File: config.mk
export PLATFORM = sky130hd
export DESIGN_NAME = mem_port_arbiter
export DESIGN_NICKNAME = d
export VERILOG_FILES = /design/src/rtl/mem_port_arbiter.sv
export SDC_FILE = /design/constraint.sdc
export NUM_CORES = 1
export LEC_CHECK = 0
export ABC_AREA = 1
export CORE_MARGIN = 4
export CORE_UTILIZATION = 38
export DETAILED_ROUTE_END_ITERATION = 8
export GPL_TIMING_DRIVEN = 0
export HOLD_SLACK_MARGIN = 0.08
export PLACE_DENSITY = 0.81
export SKIP_CTS_REPAIR_TIMING = 1
export SLEW_MARGIN = 20
export SYNTH_ARGS = -nofsm -noshare
export SYNTH_HDL_FRONTEND = slang
export SYNTH_SLANG_ARGS = --single-unit
export TNS_END_PERCENT = 30
File: constraint.sdc
create_clock -name i_clk -period 1.5 [get_ports i_clk]
set_clock_uncertainty 0.15 [all_clocks]
set_input_delay 0.3 -clock i_clk [delete_from_list [all_inputs] [get_ports i_clk]]
set_output_delay 0.3 -clock i_clk [all_outputs]
set_load 0.02 [all_outputs]
File: src/rtl/mem_port_arbiter.sv
// mem_port_arbiter: registered req/gnt arbiter for host (H) and CPU (C) sharing one memory port,
// with read-latency tracking and memory-clear sequencing. Define FAIR_ARB_EN for round-robin arbitration.
module mem_port_arbiter #(
    parameter int AW     = 12,
    parameter int DW     = 32,
    parameter int RD_LAT = 1
) (
    input  logic          i_clk,
    input  logic          i_rst_n,
    input  logic          i_cpu_en,
    input  logic          i_h_req,
    input  logic          i_h_rw,
    input  logic [AW-1:0] i_h_addr,
    input  logic [DW-1:0] i_h_wdata,
    output logic          o_h_gnt,
    output logic          o_h_rvalid,
    output logic [DW-1:0] o_h_rdata,
    input  logic          i_c_req,
    input  logic          i_c_rw,
    input  logic [AW-1:0] i_c_addr,
    input  logic [DW-1:0] i_c_wdata,
    output logic          o_c_gnt,
    output logic          o_c_rvalid,
    output logic [DW-1:0] o_c_rdata,
    input  logic          i_clr_req,
    output logic          o_clr_done,
    output logic          o_mem_en,
    output logic          o_mem_rw,
    output logic [AW-1:0] o_mem_addr,
    output logic [DW-1:0] o_mem_wdata,
    output logic          o_mem_clr,
    input  logic [DW-1:0] i_mem_rdata,
    output logic          o_busy
);
    typedef enum logic [2:0] {S_IDLE, S_ISSUE, S_WAIT, S_RESP, S_CLEAR} state_t;
    state_t     r_state;
    logic       r_owner_c;
    logic [2:0] r_cnt;
    logic       w_c_req;
    logic       w_req;
    logic       w_pick_c;
    assign w_c_req = i_c_req & i_cpu_en;
    assign w_req   = i_h_req | w_c_req;
`ifdef FAIR_ARB_EN
    logic r_prio_c;
    assign w_pick_c = w_c_req & (~i_h_req | r_prio_c);
`else
    assign w_pick_c = w_c_req & ~i_h_req;
`endif
    always_ff @(posedge i_clk or negedge i_rst_n) begin
        if (!i_rst_n) begin
            r_state     <= S_IDLE;
            r_owner_c   <= 1'b0;
            r_cnt       <= '0;
            o_h_gnt     <= 1'b0;
            o_h_rvalid  <= 1'b0;
            o_h_rdata   <= '0;
            o_c_gnt     <= 1'b0;
            o_c_rvalid  <= 1'b0;
            o_c_rdata   <= '0;
            o_clr_done  <= 1'b0;
            o_mem_en    <= 1'b0;
            o_mem_rw    <= 1'b0;
            o_mem_addr  <= '0;
            o_mem_wdata <= '0;
            o_mem_clr   <= 1'b0;
            o_busy      <= 1'b0;
`ifdef FAIR_ARB_EN
            r_prio_c    <= 1'b0;
`endif
        end else begin
            o_h_gnt    <= 1'b0;
            o_c_gnt    <= 1'b0;
            o_h_rvalid <= 1'b0;
            o_c_rvalid <= 1'b0;
            o_mem_en   <= 1'b0;
            o_mem_clr  <= 1'b0;
            o_clr_done <= 1'b0;
            case (r_state)
                S_IDLE: begin
                    if (i_clr_req) begin
                        r_state    <= S_CLEAR;
                        o_mem_clr  <= 1'b1;
                        o_clr_done <= 1'b1;
                        o_busy     <= 1'b1;
                    end else if (w_req) begin
                        // mem_rw/addr/wdata double as the latched request for the whole access
                        r_state     <= S_ISSUE;
                        r_owner_c   <= w_pick_c;
                        o_mem_en    <= 1'b1;
                        o_mem_rw    <= w_pick_c ? i_c_rw : i_h_rw;
                        o_mem_addr  <= w_pick_c ? i_c_addr : i_h_addr;
                        o_mem_wdata <= w_pick_c ? i_c_wdata : i_h_wdata;
                        o_h_gnt     <= ~w_pick_c;
                        o_c_gnt     <= w_pick_c;
                        o_busy      <= 1'b1;
`ifdef FAIR_ARB_EN
                        r_prio_c    <= ~w_pick_c;
`endif
                    end
                end
                S_ISSUE: begin
                    r_state <= o_mem_rw ? S_IDLE : S_WAIT;
                    o_busy  <= ~o_mem_rw;
                    r_cnt   <= 3'(RD_LAT - 1);
                end
                S_WAIT: begin
                    if (r_cnt == 3'd0) begin
                        r_state <= S_RESP;
                        if (r_owner_c) begin
                            o_c_rdata  <= i_mem_rdata;
                            o_c_rvalid <= 1'b1;
                        end else begin
                            o_h_rdata  <= i_mem_rdata;
                            o_h_rvalid <= 1'b1;
                        end
                    end else begin
                        r_cnt <= r_cnt - 3'd1;
                    end
                end
                default: begin
                    r_state <= S_IDLE;
                    o_busy  <= 1'b0;
                end
            endcase
        end
    end
endmodule

==> run_results.csv <==
group,metric,value,unit
synth,synth.largest_area_cell,"dfrtp_1",
timing,maximum_frequency_from_static_timing_analysis,594,MHz
clocking,worst_setup_hold_path_clk_slew,50,ps
worst_setup_path,timing.setup.critical_path_class,"reg -> reg",
global_routing,antenna_found_initial,1,
synth,postSynthCellCount,683,
synth,netlist_top_cells_count,"393 x nand2_1, 123 x dfrtp_1, 58 x inv_1",
pwr,clock_power_share,22.5,%
synth,synth_flop_cell,"dfrtp_1",
finish,layout.core_utilization,67.2,%
synth,synthMostInstantiatedCell,"nand2_1",
global_routing,overall_global_routing_usage,20.7,%
placed_design,placement.io_buffers,244,
global_routing,grt.overflow.total,0,
finish,filler_cell_count,1048,
pwr,switch_share,39.3,%
worst_setup_path,reg2reg_slack,-180,ps
clocking,cts_tree,"built",
synth,number_of_warning_messages_in_the_yosys_log,0,
pwr,power_density,1970,nW/um2
timing,timing.slew.headroom,68.6,%
floorplan,die_height,127,um
worst_setup_path,critPathCaptureType,"flip-flop",
pwr,p_comb_share,46.1,%
drt,post-route-drc-count,0,
finish,finish.cell_count_without_fillers,1162,
placed_design,place_congestion,0.846,
clocking,ctsHtreeMaxLevel,4,
clocking,cts_inserted_buffers,17,
floorplan,boundaryPins,245,
floorplan,num_rows,43,
timing,period_share,112,%
worst_setup_path,worstPathArrival,1880,ps
synth,syn-num-nets,813,
clocking,clkSinkCount,123,
drt,via_count,5382,
finish,layout-drive-gt1-share,17.8,%
job,cap_viol_max_count,0,
worst_setup_path,critical_path.most_common_cell,"nand2_1",
synth,synthesis.area,5360,um2
timing,rsz0062_at_grt,"true",
global_routing,first_global_vias,5235,
worst_setup_path,r2r-start,"r_cnt[0]",
timing,tightestPinTransition,471,ps
finish,area_growth,73.3,%
floorplan,die_w,127,um
finish,layout.nets,1098,
drt,drt.antenna.violating_nets,0,
placed_design,dp_hpwl,12.5,mm
floorplan,fp.dieArea,16100,um2
timing,fin_crit,1680,ps
worst_setup_path,worst-r2r-cell-count,10,
synth,yosysUniqueCellTypes,17,
timing,final_critical_path_setup_slack,-182,ps
global_routing,first_pass_grt_wire_length,26.1,mm
clocking,insertion_delay,420,ps
synth,synth-async-reset-ratio,100,%
floorplan,starting_density_of_the_core,38.8,%
synth,avgSynthCellArea,7.85,um2
drt,detail_route.iter0.violations,294,
drt,drt-pass1-iter-count,5,
pwr,ir_worst_vdd,0.842,mV
worst_setup_path,cp_cell_sequence,"inv_2, ha_4, nand2_4, inv_4, nand4_4, clkinv_4, buf_6, buf_8, nand2_1, nand2_1",
worst_setup_path,cp_top_family,"buffers and inverters",
pwr,fin_total_pwr,18.3,mW
placed_design,dp_cells,1108,
synth,synth_enable_flop_cells,0,
drt,post_drt_wl_per_cell,15.7,um
pwr,netSwitchingPower,7.21,mW
synth,fraction_of_post_synthesis_cell_area_in_the_top_cell_type_by_area,57.4,%
global_routing,pin_count_of_the_biggest_net_entering_global_routing,77,
placed_design,dp_slack,-726,ps
status,failed_checks,"setup timing",
timing,drv_slew,0,
pwr,pwr-share-seq,31.4,%
drt,detail_route.vias_per_cell,4.63,
worst_setup_path,worst_setup_path_start_kind,"flip-flop",
floorplan,coreArea,13800,um2
clocking,clockBufferDepth,2,
worst_setup_path,worst_r2r_endpoint,"o_h_rdata[16]",
worst_setup_path,critPathMaxFanout,6,
synth,total_of_flip_flops_plus_latches_after_synthesis,123,
status,run_status,"finished with violations",
clocking,ctsRootBufferMaster,"clkbuf_16",
pwr,cellLeakagePower,5.67,nW
min_path,holdCritPathClass,"in -> async",
worst_setup_path,crit_slowest_cell,"dfrtp_1",
synth,yosys-top-cells-area,"dfrtp_1 57%, nand2_1 28%, o21ai_0 4.5%",
worst_setup_path,timing.critical_path.slowest_cell_delay,390,ps
pwr,intPower,11.1,mW
synth,sequential_area_share_after_synthesis,57.4,%
worst_setup_path,cp.buffers_inverters,5,
timing,finalHoldViolCount,0,
drt,drt-total-wl,18.3,mm
timing,final-setup-viol-count,61,
worst_setup_path,cp_data_required_time,1700,ps
==> power groups by stage <==
stage                     logic, mW  clock network, mW  registers [mW]
final                          8.46               4.13            5.76
after global routing           9.07               4.34            5.95
after CTS                      8.13               4.17            5.74
after detailed placement       8.06                  0            5.74
after global placement         7.90                  0            5.70
after floorplan                2.13                  0            7.46
==> cells in the final DEF, fill, tap and decap left out, types with 5 or more instances in the layout <==
cell / n
buf_2: 11
nand3_1: 6
dlymetal6s2s_1: 82
buf_4: 14
clkbuf_4: 5
clkbuf_16: 22
clkbuf_2: 35
buf_6: 10
dfrtp_1: 123
o21ai_0: 46
nor2_1: 7
inv_2: 6
buf_8: 6
nand2_1: 353
nand2_4: 18
clkdlybuf4s50_1: 124
inv_1: 54
nand2_2: 24
clkbuf_1: 5
==> cell type report <==
cell class                      count  area, um2  area share [%]
Buffer                             30        256            2.76
Antenna cell                        1       2.50          0.0269
Inverter                           63        246            2.65
Sequential cell                   123       3080            33.1
Clock inverter                     11        145            1.56
Tap cell                          180        225            2.42
Clock buffer                       21        450            4.85
Timing Repair Buffer              267       2780            29.9
Multi-Input combinational cell    466       2110            22.7
==> layer usage <==
layer / vias up / GRT usage (%) / routed length, um
met4: 0 / 7.95 / 396
met1: 2466 / 23.7 / 6950
met3: 36 / 7.62 / 1860
li1: 2620 / - / -
met5: - / 0 / 0
met2: 260 / 35.4 / 9080
==> flip-flops by register name, indices dropped and copies added, names as in the netlist <==
name	count
o_busy	1
o_h_rvalid	1
o_mem_en	1
o_c_rdata	32
o_mem_clr	1
r_state	3
r_owner_c	1
o_h_gnt	1
o_mem_wdata	32
o_c_gnt	1
r_cnt	3
o_mem_rw	1
o_c_rvalid	1
o_mem_addr	12
o_h_rdata	32
==> logic make-up after synthesis <==
group	synth area share, %
AND/OR/NAND/NOR	30.1
flip-flops	57.4
buffers and inverters	7.49
AO/OA/AOI/OAI	4.48
adder cells (fa/ha/maj)	0.467
==> worst max path at each step <==
| stage | startpoint | endpoint | slack, ps | depth (start not counted) |
|---|---|---|---|---|
| after floorplan | r_cnt[0] | o_h_rdata[10] | 10 | 9 |
| after global routing | r_state[2] | o_c_rdata[15] | -280 | 6 |
| after global placement | i_rst_n | o_mem_wdata[14] | -4810 | 1 |
| final | r_cnt[0] | o_h_rdata[16] | -180 | 10 |
| after detailed placement | i_h_req | o_mem_wdata[28] | -730 | 7 |
| after CTS | r_cnt[0] | o_h_rdata[12] | -430 | 9 |
==> stage by stage <==
stage          TNS (ps)  instance area, um2  hold slack (ps)
2_1_floorplan         0                5360             -146
3_5_place_dp     -45790                8060              114
4_1_cts          -66850                8650             -333
6_report          -6500                9290              227
3_3_place_gp    -633030                8030              302
5_1_grt          -13360                9290              284
Power figures use the tool's default switching activity.
